## src/rtl/xil_prim_pkg.sv

```systemverilog
// Shared helpers and legal-range constants for the primitive LUT models.
package xil_prim_pkg;

    localparam int unsigned K_MIN = 2;
    localparam int unsigned K_MAX = 8;

    // Ceiling log2 for elaboration-time sizing; clog2(1) == 0.
    function automatic int unsigned clog2(input int unsigned value);
        int unsigned result;
        result = 0;
        for (int unsigned p = 1; p < value; p = p << 1) begin
            result = result + 1;
        end
        return result;
    endfunction

endpackage

```

## src/rtl/cfglut_n.sv

```systemverilog
// Runtime-reconfigurable K-input dual-output LUT. The truth table is a shift
// register loaded from INIT and rewritten serially, CFG_WIDTH bits per beat.
module cfglut_n
  import xil_prim_pkg::*;
#(
  parameter int unsigned       K         = 5,
  parameter int unsigned       CFG_WIDTH = 1,
  parameter logic [2**K-1:0]   INIT      = '0,
  parameter bit                OUT_REG   = 1'b0
) (
  input  logic                 CLK,
  input  logic                 RST_N,
  input  logic [K-1:0]         I,
  input  logic                 CE,
  input  logic [CFG_WIDTH-1:0] CDI,
  input  logic                 RELOAD,
  output logic [CFG_WIDTH-1:0] CDO,
  output logic                 O5,
  output logic                 O6,
  output logic                 CFG_DONE
);

  localparam int unsigned N     = 2**K;
  localparam int unsigned BEATS = N / CFG_WIDTH;
  localparam int unsigned CNT_W = clog2(BEATS);
  localparam logic [CNT_W-1:0] LAST_BEAT = CNT_W'(BEATS - 1);

  if (K < K_MIN || K > K_MAX) begin : g_bad_k
    $error("cfglut_n: K=%0d outside legal range %0d..%0d", K, K_MIN, K_MAX);
  end

  if (CFG_WIDTH == 0 || (CFG_WIDTH & (CFG_WIDTH - 1)) != 0 || CFG_WIDTH > N / 2) begin : g_bad_cw
    $error("cfglut_n: CFG_WIDTH=%0d must be a power of two no larger than %0d", CFG_WIDTH, N / 2);
  end

  logic [N-1:0]     lut_table;
  logic [CNT_W-1:0] beat_cnt;
  logic             o5_c;
  logic             o6_c;

  always_ff @(posedge CLK or negedge RST_N) begin
    if (!RST_N) begin
      lut_table <= INIT;
      beat_cnt  <= '0;
      CFG_DONE  <= 1'b0;
    end else if (RELOAD) begin
      lut_table <= INIT;
      beat_cnt  <= '0;
      CFG_DONE  <= 1'b0;
    end else if (CE) begin
      lut_table <= {lut_table[N-1-CFG_WIDTH:0], CDI};
      beat_cnt  <= (beat_cnt == LAST_BEAT) ? '0 : beat_cnt + CNT_W'(1);
      CFG_DONE  <= (beat_cnt == LAST_BEAT);
    end else begin
      CFG_DONE  <= 1'b0;
    end
  end

  // O5 always reads the lower half of the table, ignoring I[K-1].
  always_comb begin
    o6_c = lut_table[I];
    o5_c = lut_table[{1'b0, I[K-2:0]}];
    CDO  = lut_table[N-1 -: CFG_WIDTH];
  end

  if (OUT_REG) begin : g_out_reg
    always_ff @(posedge CLK or negedge RST_N) begin
      if (!RST_N) begin
        O5 <= 1'b0;
        O6 <= 1'b0;
      end else begin
        O5 <= o5_c;
        O6 <= o6_c;
      end
    end
  end else begin : g_out_comb
    always_comb begin
      O5 = o5_c;
      O6 = o6_c;
    end
  end

endmodule
```

## config.mk

```make
export PLATFORM = sky130hd
export DESIGN_NAME = cfglut_n
export DESIGN_NICKNAME = d
export VERILOG_FILES = /design/src/rtl/xil_prim_pkg.sv /design/src/rtl/cfglut_n.sv
export SDC_FILE = /design/constraint.sdc
export NUM_CORES = 1
export LEC_CHECK = 0
export BUFFER_PORTS_ARGS = -buffer_cell sky130_fd_sc_hd__buf_2
export CORE_MARGIN = 2
export CORE_UTILIZATION = 53
export DETAILED_ROUTE_END_ITERATION = 10
export GPL_ROUTABILITY_DRIVEN = 0
export PLACE_DENSITY = 0.81
export SYNTH_ARGS = -nofsm -noshare
export SYNTH_HDL_FRONTEND = slang
export SYNTH_SLANG_ARGS = --single-unit
```

## constraint.sdc

```tcl
create_clock -name CLK -period 1.4 [get_ports CLK]
set_input_delay 0.14 -clock CLK [delete_from_list [all_inputs] [get_ports CLK]]
set_output_delay 0.14 -clock CLK [all_outputs]
set_load 0.01 [all_outputs]
```

==> results of run 1 <==
[tightest hold or removal path: cells and delay by family]
| kind | cells | cell delay (ps) |
|---|---|---|
| buf+inv | 1 | 80 |
| mux | 1 | 50 |
| simple gates | 1 | 90 |
[worst paths after layout]
| kind | slack (ps) | to | depth (start not counted) |
|---|---|---|---|
| setup / recovery | -540 | O6 | 5 |
| hold / removal | 60 | lut_table[0] | 3 |
| setup reg to reg | -40 | beat_cnt[2] | 6 |
| hold reg to reg | 570 | lut_table[29] | 2 |
| max in group asynchronous | 700 | beat_cnt[0] | 3 |
| min in group asynchronous | 360 | lut_table[30] | 3 |
[per-layer routing]
| metal | vias up | wire, um |
|---|---|---|
| li1 | 657 | - |
| met1 | 697 | 1780 |
| met2 | 39 | 2070 |
| met3 | 10 | 194 |
| met4 | 0 | 108 |
| met5 | - | 0 |
[layout make-up]
| type | instances | area, um^2 |
|---|---|---|
| Timing Repair Buffer | 51 | 365 |
| Tap cell | 46 | 57.6 |
| Inverter | 2 | 7.51 |
| Fill cell | 232 | 1050 |
| Clock buffer | 7 | 55.1 |
| Multi-Input combinational cell | 110 | 902 |
| Sequential cell | 38 | 951 |
| Clock inverter | 1 | 5.00 |
[timing repair]
action                                 CTS  global route
pin swaps                                2             2
gates resized for setup                  7             4
cloned                                   0             0
buffers inserted                         1             2
hold buffers                             1             0
setup endpoints to repair                4             4
endpoints found under the hold margin   38             0
[where the power goes]
group / internal [mW] / total, mW / switching, mW
sequential: 1.11 / 1.11 / 0.00668
clock: 0.244 / 0.584 / 0.340
combinational: 0.0951 / 0.211 / 0.116
total: 1.44 / 1.91 / 0.463
[metrics by stage]
step / std cells / util, % / total power [mW] / worst slack, ps / cell area, um^2
6_report: 255 / 69.1 / 1.91 / -542 / 2340
4_1_cts: 253 / 68.5 / 1.93 / -533 / 2320
3_3_place_gp: 243 / 65.5 / 1.33 / -144 / 2220
5_1_grt: 255 / 69.1 / 1.99 / -619 / 2340
3_5_place_dp: 243 / 65.5 / 1.34 / -189 / 2220
2_1_floorplan: 161 / - / 1.25 / -35.4 / 1890
[sequential cells by signal (all words and copies together), names as in the netlist]
name       cells
beat_cnt       5
lut_table     32
CFG_DONE       1
[placed cells by master, fill, tap and decap left out, drive strengths merged, types with 2 or more instances in the layout]
cell    Yosys  layout
nand4       2       2
nand3       2       2
mux4        6       6
a21oi       2       2
mux2i      39      39
ha          2       2
clkbuf      4       7
inv         2       2
and3        2       2
dfrtp      38      38
buf         7      50
nor2       40      40
o21ai       2       2
nand2       3       3
[cell families (layout without fill, tap and decap cells)]
family | after synthesis | in the layout
AO/OA/AOI/OAI | 7 | 7
XOR/XNOR | 1 | 1
adder cells (fa/ha/maj) | 2 | 2
buffers and inverters | 13 | 61
flip-flops | 38 | 38
multiplexers | 46 | 46
AND/OR/NAND/NOR | 54 | 54
==> summary.md, run 1 <==
| Metric | Value |
|---|---|
| Largest family of logic cells by synthesized area | `multiplexers` |
| Share of cells above drive strength 1 | `about a third` |
| WL/cell | `around 16 um` |
| Fraction of registers with async set/reset | `100%` |
| Syn. warnings | `0` |
| Initial core utilization | `55.7%` |
| Routed Antenna Nets | `0` |
| Kind of critical path | `reg -> out` |
| RSZ-0062 raised after global routing | `true` |
| Post-synthesis register bit count | `38` |
| Startpoint Class | `flop` |
| Final min period | `1940 ps` |
| Hold Path Origin | `CDI` |
| Final Hold Fails | `0` |
| CP Capture Type | `output pin` |
| Worst slew pin tran | `472 ps` |
| Most numerous cell in the Yosys netlist | `nor2_1` |
| Top FF cell, synth | `dfrtp_1` |
| Syn Nets | `about 170` |
| Worst vdd rail ir drop | `0.736 mV` |
| Synth Area in Simple Gates | `between 10% and 20%` |
| M1 GR Usage | `27.8%` |
| Setup Total Neg Slack | `-1100 ps` |
| Final net count | `220` |
| Area leader, netlist | `dfrtp_1` |
| Sequential share of the synthesized area | `50.4%` |
| Clk Latency, worst-skew pair | `340 ps` |
| Met3 global-route usage | `6.07%` |
| Endpoints failing setup | `3` |
| H-Tree Depth | `2` |
| Syn Inst Count | `between 150 and 200` |
| Met2 Use GR | `between 30% and 40%` |
| Commonest cells post-synth | `40 x nor2_1, 39 x mux2i_1, 38 x dfrtp_1` |
| Min-delay worst type | `in -> reg` |
| Total track usage | `a little under a quarter` |
| P&R area growth vs syn | `24.1%` |
| Compound-Gate Fraction of Synth Area | `2.39%` |
| GR Overflow Total | `0` |
| Worst path cell trace | `mux4_2, mux2_4, nand3_2, nand4_1, buf_2` |
| Crit path required time | `1260 ps` |
| Clock Path Buffers | `2` |
| Failing checks | `setup timing` |
| Initial antenna violation count | `0` |
| Setup Skew | `13.1 ps` |
| First-pass GRT wire length | `around 7100 um` |
| Pwr dens | `814 nW/um^2` |
| CTS clk-pin slew, worst paths | `110 ps` |
| Synth cell types | `28` |
| Routed via count | `1,403` |
| Max cap viols | `0` |
| Worst Setup SP | `lut_table[13]` |
| ANT cells | `0` |
| Post-synth EDFFs | `0` |
| CTS tree | `built` |
| Status | `finished, violations left` |
| Mapped Area | `1890 um^2` |
| Fin. max-slew vios | `0` |
| Final hold slack | `61.7 ps` |
| Max-slew headroom | `68.5%` |
| Root Buffer | `clkbuf_4` |
| Final WS setup | `-542 ps` |
| GR peak layer | `met2` |
| Die Width | `63.7 um` |
| Largest net degree at the start of global routing | `39` |
| Leak | `1.24 nW` |
| Synth Area in XOR/XNOR | `0.464%` |
| DIE AREA | `4060 um^2` |
| Avg Cell Area, Syn | `11.7 um^2` |
| Core ar. | `between 3000 and 4000 um^2` |
| Crit Reg-Reg Startpoint | `beat_cnt[0]` |
| Synth Area in Adders | `1.33%` |
| Leading post-synthesis cells by cell area | `dfrtp_1 50%, mux2i_1 21%, nor2_1 8.0%` |
| Max Clock Freq | `0.515 GHz` |
| Crit path largest cell delay | `470 ps` |
| WL final | `4150 um` |
| Port bufs | `13` |
| DR pass1 iterations | `4` |
| Multiplexer area fraction after synthesis | `about 30%` |
| HPWL Detailed | `2980 um` |
| Ports | `14` |
| WP buf/inv | `1` |
| Crit-path leading delay family | `multiplexers` |
| Slowest CP cell | `mux4_2` |
| DRC violations left | `0` |
| Number of global-route vias before repair | `approximately 1,500` |
| Total CTS buffers | `5` |
| Yosys top cell area share | `50.4%` |
| Peak fanout along the critical path | `2` |
| Row count | `21` |
| Vias per cell | `~5.5` |
| Die Span Y | `63.7 um` |
| Clock Sinks | `38` |
| Final period util | `139%` |
| Crit path DAT | `1800 ps` |
| DR iter-0 viols | `128` |
Power figures use the tool's default switching activity.
==> run 2: changes to the inputs <==
CORE_UTILIZATION = 56   (was 53)
PLACE_DENSITY = 0.82   (was 0.81)
SLEW_MARGIN = 20   (was not set)
clock period = 2.4 ns   (was 1.4 ns; I/O delays follow)
==> run 2 against run 1 <==
The flow now finishes without violations. Clock skew shrank 6.9 ps. Non-clock buffer count shrank 35. Die area shrank 5.0%. Combinational power shrank 55%. First-iteration DRC count shrank 30%. Critical path type unchanged. Worst setup slack gained 870 ps. Largest cell class unchanged. Critical endpoint unchanged. Via count shrank 13%. Sequential power shrank 41%. Sequential share of layout area grew 6.2 points. Count of clock-buffer cells in the layout is the same. Critical path depth is the same. Routed wire length shrank 21%. Largest power group unchanged.
==> summary.md, run 2 (same netlist as run 1, synthesis figures left out) <==
| Metric | Value |
|---|---|
| Status | `finished, final reports clean` |
| Crit path DAT | `1840 ps (+40 ps)` |
| Max-slew headroom | `46.7% (-22 points)` |
| Ports | `14 (unchanged)` |
| Worst Setup SP | `lut_table[1]` |
| Max FFs per register | `32 (unchanged)` |
| Total CTS buffers | `5 (unchanged)` |
| Vias per cell | `5.53 (+0.46%)` |
| Min-delay worst type | `in -> reg` |
| WL final | `3290 um (-21%)` |
| Port bufs | `13 (unchanged)` |
| Area occupied by multi-input gates | `868 um^2 (-3.7%)` |
| Final period util | `86.5%` |
| Crit Reg-Reg Startpoint | `beat_cnt[0]` |
| Setup Total Neg Slack | `0 ps (+1100 ps)` |
| DR iter-0 viols | `89 (-30%)` |
| WL/cell | `15.0 um (-8.0%)` |
| Fin. max-slew vios | `0 (unchanged)` |
| Initial antenna violation count | `0 (unchanged)` |
| CTS tree | `built` |
| Commonest non-fill, non-tap cells in the layout | `40 x nor2_1, 39 x mux2i_1, 38 x dfrtp_1` |
| Pwr dens | `530 nW/um^2 (-35%)` |
| Crit path required time | `2160 ps (+900 ps)` |
| Total track usage | `19.3% (-4.0 points)` |
| Largest net degree at the start of global routing | `39 (unchanged)` |
| Hold_buf cts | `1 (unchanged)` |
| DRC violations left | `0 (unchanged)` |
| RSZ-0062 raised after global routing | `false` |
| Post-CTS Setup Inserts | `0 (-1)` |
| DR pass1 iterations | `4 (unchanged)` |
| Leak | `1.07 nW (-14%)` |
| First-pass GRT wire length | `5200 um (-27%)` |
| Peak fanout along the critical path | `3 (+1)` |
| Clock Sinks | `38 (unchanged)` |
| DIE AREA | `3850 um^2 (-5.0%)` |
| Share of cells above drive strength 1 | `15.5% (-19 points)` |
| Clk Latency, worst-skew pair | `340 ps (about the same)` |
| P&R area growth vs syn | `7.75%` |
| Setup Skew | `6.21 ps (-6.91 ps)` |
| Post-CTS resize count | `0 (-7)` |
| ANT cells | `0 (unchanged)` |
| Endpoints failing setup | `0 (-3)` |
| Core ar. | `3280 um^2 (-3.1%)` |
| Most common cell after layout, fill and taps aside | `nor2_1` |
| HPWL Detailed | `2350 um (-21%)` |
| CP Capture Type | `output pin` |
| Row count | `21 (unchanged)` |
| Max cap viols | `0 (unchanged)` |
| Routed via count | `1,216 (-13%)` |
| Die Width | `62.1 um (-2.5%)` |
| Hold Path Origin | `CDI` |
| Max Clock Freq | `0.482 GHz` |
| Number of global-route vias before repair | `1,134 (-26%)` |
| Root Buffer | `clkbuf_4` |
| Clock Path Buffers | `2 (unchanged)` |
| Worst slew pin tran | `800 ps (+328 ps)` |
| Die Span Y | `62.1 um (-2.5%)` |
| Initial core utilization | `57.5% (+1.8 points)` |
| Final Hold Fails | `0 (unchanged)` |
| Final net count | `185 (-16%)` |
| Top reg by flops | `lut_table` |
| Reg2reg end | `beat_cnt[2]` |
| Worst vdd rail ir drop | `0.341 mV (-54%)` |
| Kind of critical path | `reg -> out` |
| CTS clk-pin slew, worst paths | `100 ps (about the same)` |
| Final min period | `2080 ps` |
| GR Overflow Total | `0 (unchanged)` |
| Post-route core utilization | `61.9% (-7.2 points)` |
| R2R Setup Slk | `730 ps (+770 ps)` |
| Routed Antenna Nets | `0 (unchanged)` |
| Biggest registers after layout | `lut_table (32), beat_cnt (5), CFG_DONE (1)` |
| Filler cell count in the final layout | `268 (+16%)` |
| Startpoint Class | `flop` |
| H-Tree Depth | `2 (unchanged)` |
| Worst Setup EP | `O6` |
| Sequential cell area | `951 um^2 (unchanged)` |
| R2R cell count | `6 (unchanged)` |
[run 2: how the worst min path moves through the flow]
stage | cells past startpoint | to
final | 3 | lut_table[0]
after CTS | 3 | lut_table[0]
after floorplan | 0 | CFG_DONE
after detailed placement | 1 | lut_table[20]
after global placement | 1 | lut_table[20]
after global routing | 3 | lut_table[0]
[run 2: critical path: stages, from the launching register on]
cell	delay, ps
dfrtp_1	430
mux4_2	470
mux2_2	290
nand3_2	80
nand4_1	90
buf_2	140
[run 2: routing by layer]
metal / up-vias / global-route usage [%] / share of wire [%]
met5: - / 0 / 0
met1: 594 / 22.8 / 44
met3: 7 / 5.59 / 3.7
li1: 590 / - / -
met4: 0 / 8.21 / 1.7
met2: 25 / 32.6 / 50
[run 2: power breakdown]
part,total (mW),switching [mW],internal (mW)
Clock,0.333,0.191,0.142
Combinational,0.0951,0.0573,0.0378
Sequential,0.650,0.00519,0.645
Total,1.08,0.253,0.825
[run 2: final cells by class]
type,count,share of cell area (%)
timing repair buffer,16,4.43
sequential,38,46.7
clock buffer,7,2.71
multi-input combinational,110,42.7
clock inverter,1,0.246
inverter,2,0.369
tap,46,2.83
[run 2: per-stage QoR]
| stage | std cells | power (mW) | instance area, um^2 | hold WS, ps | setup slack, ps |
|---|---|---|---|---|---|
| after floorplan | 161 | 0.728 | 1890 | -55.6 | 814 |
| after global placement | 211 | 0.753 | 1960 | 361 | 575 |
| after detailed placement | 211 | 0.758 | 1960 | 375 | 544 |
| after CTS | 220 | 1.09 | 2030 | 140 | 310 |
| after global routing | 220 | 1.13 | 2030 | 173 | 235 |
| final | 220 | 1.08 | 2030 | 153 | 325 |
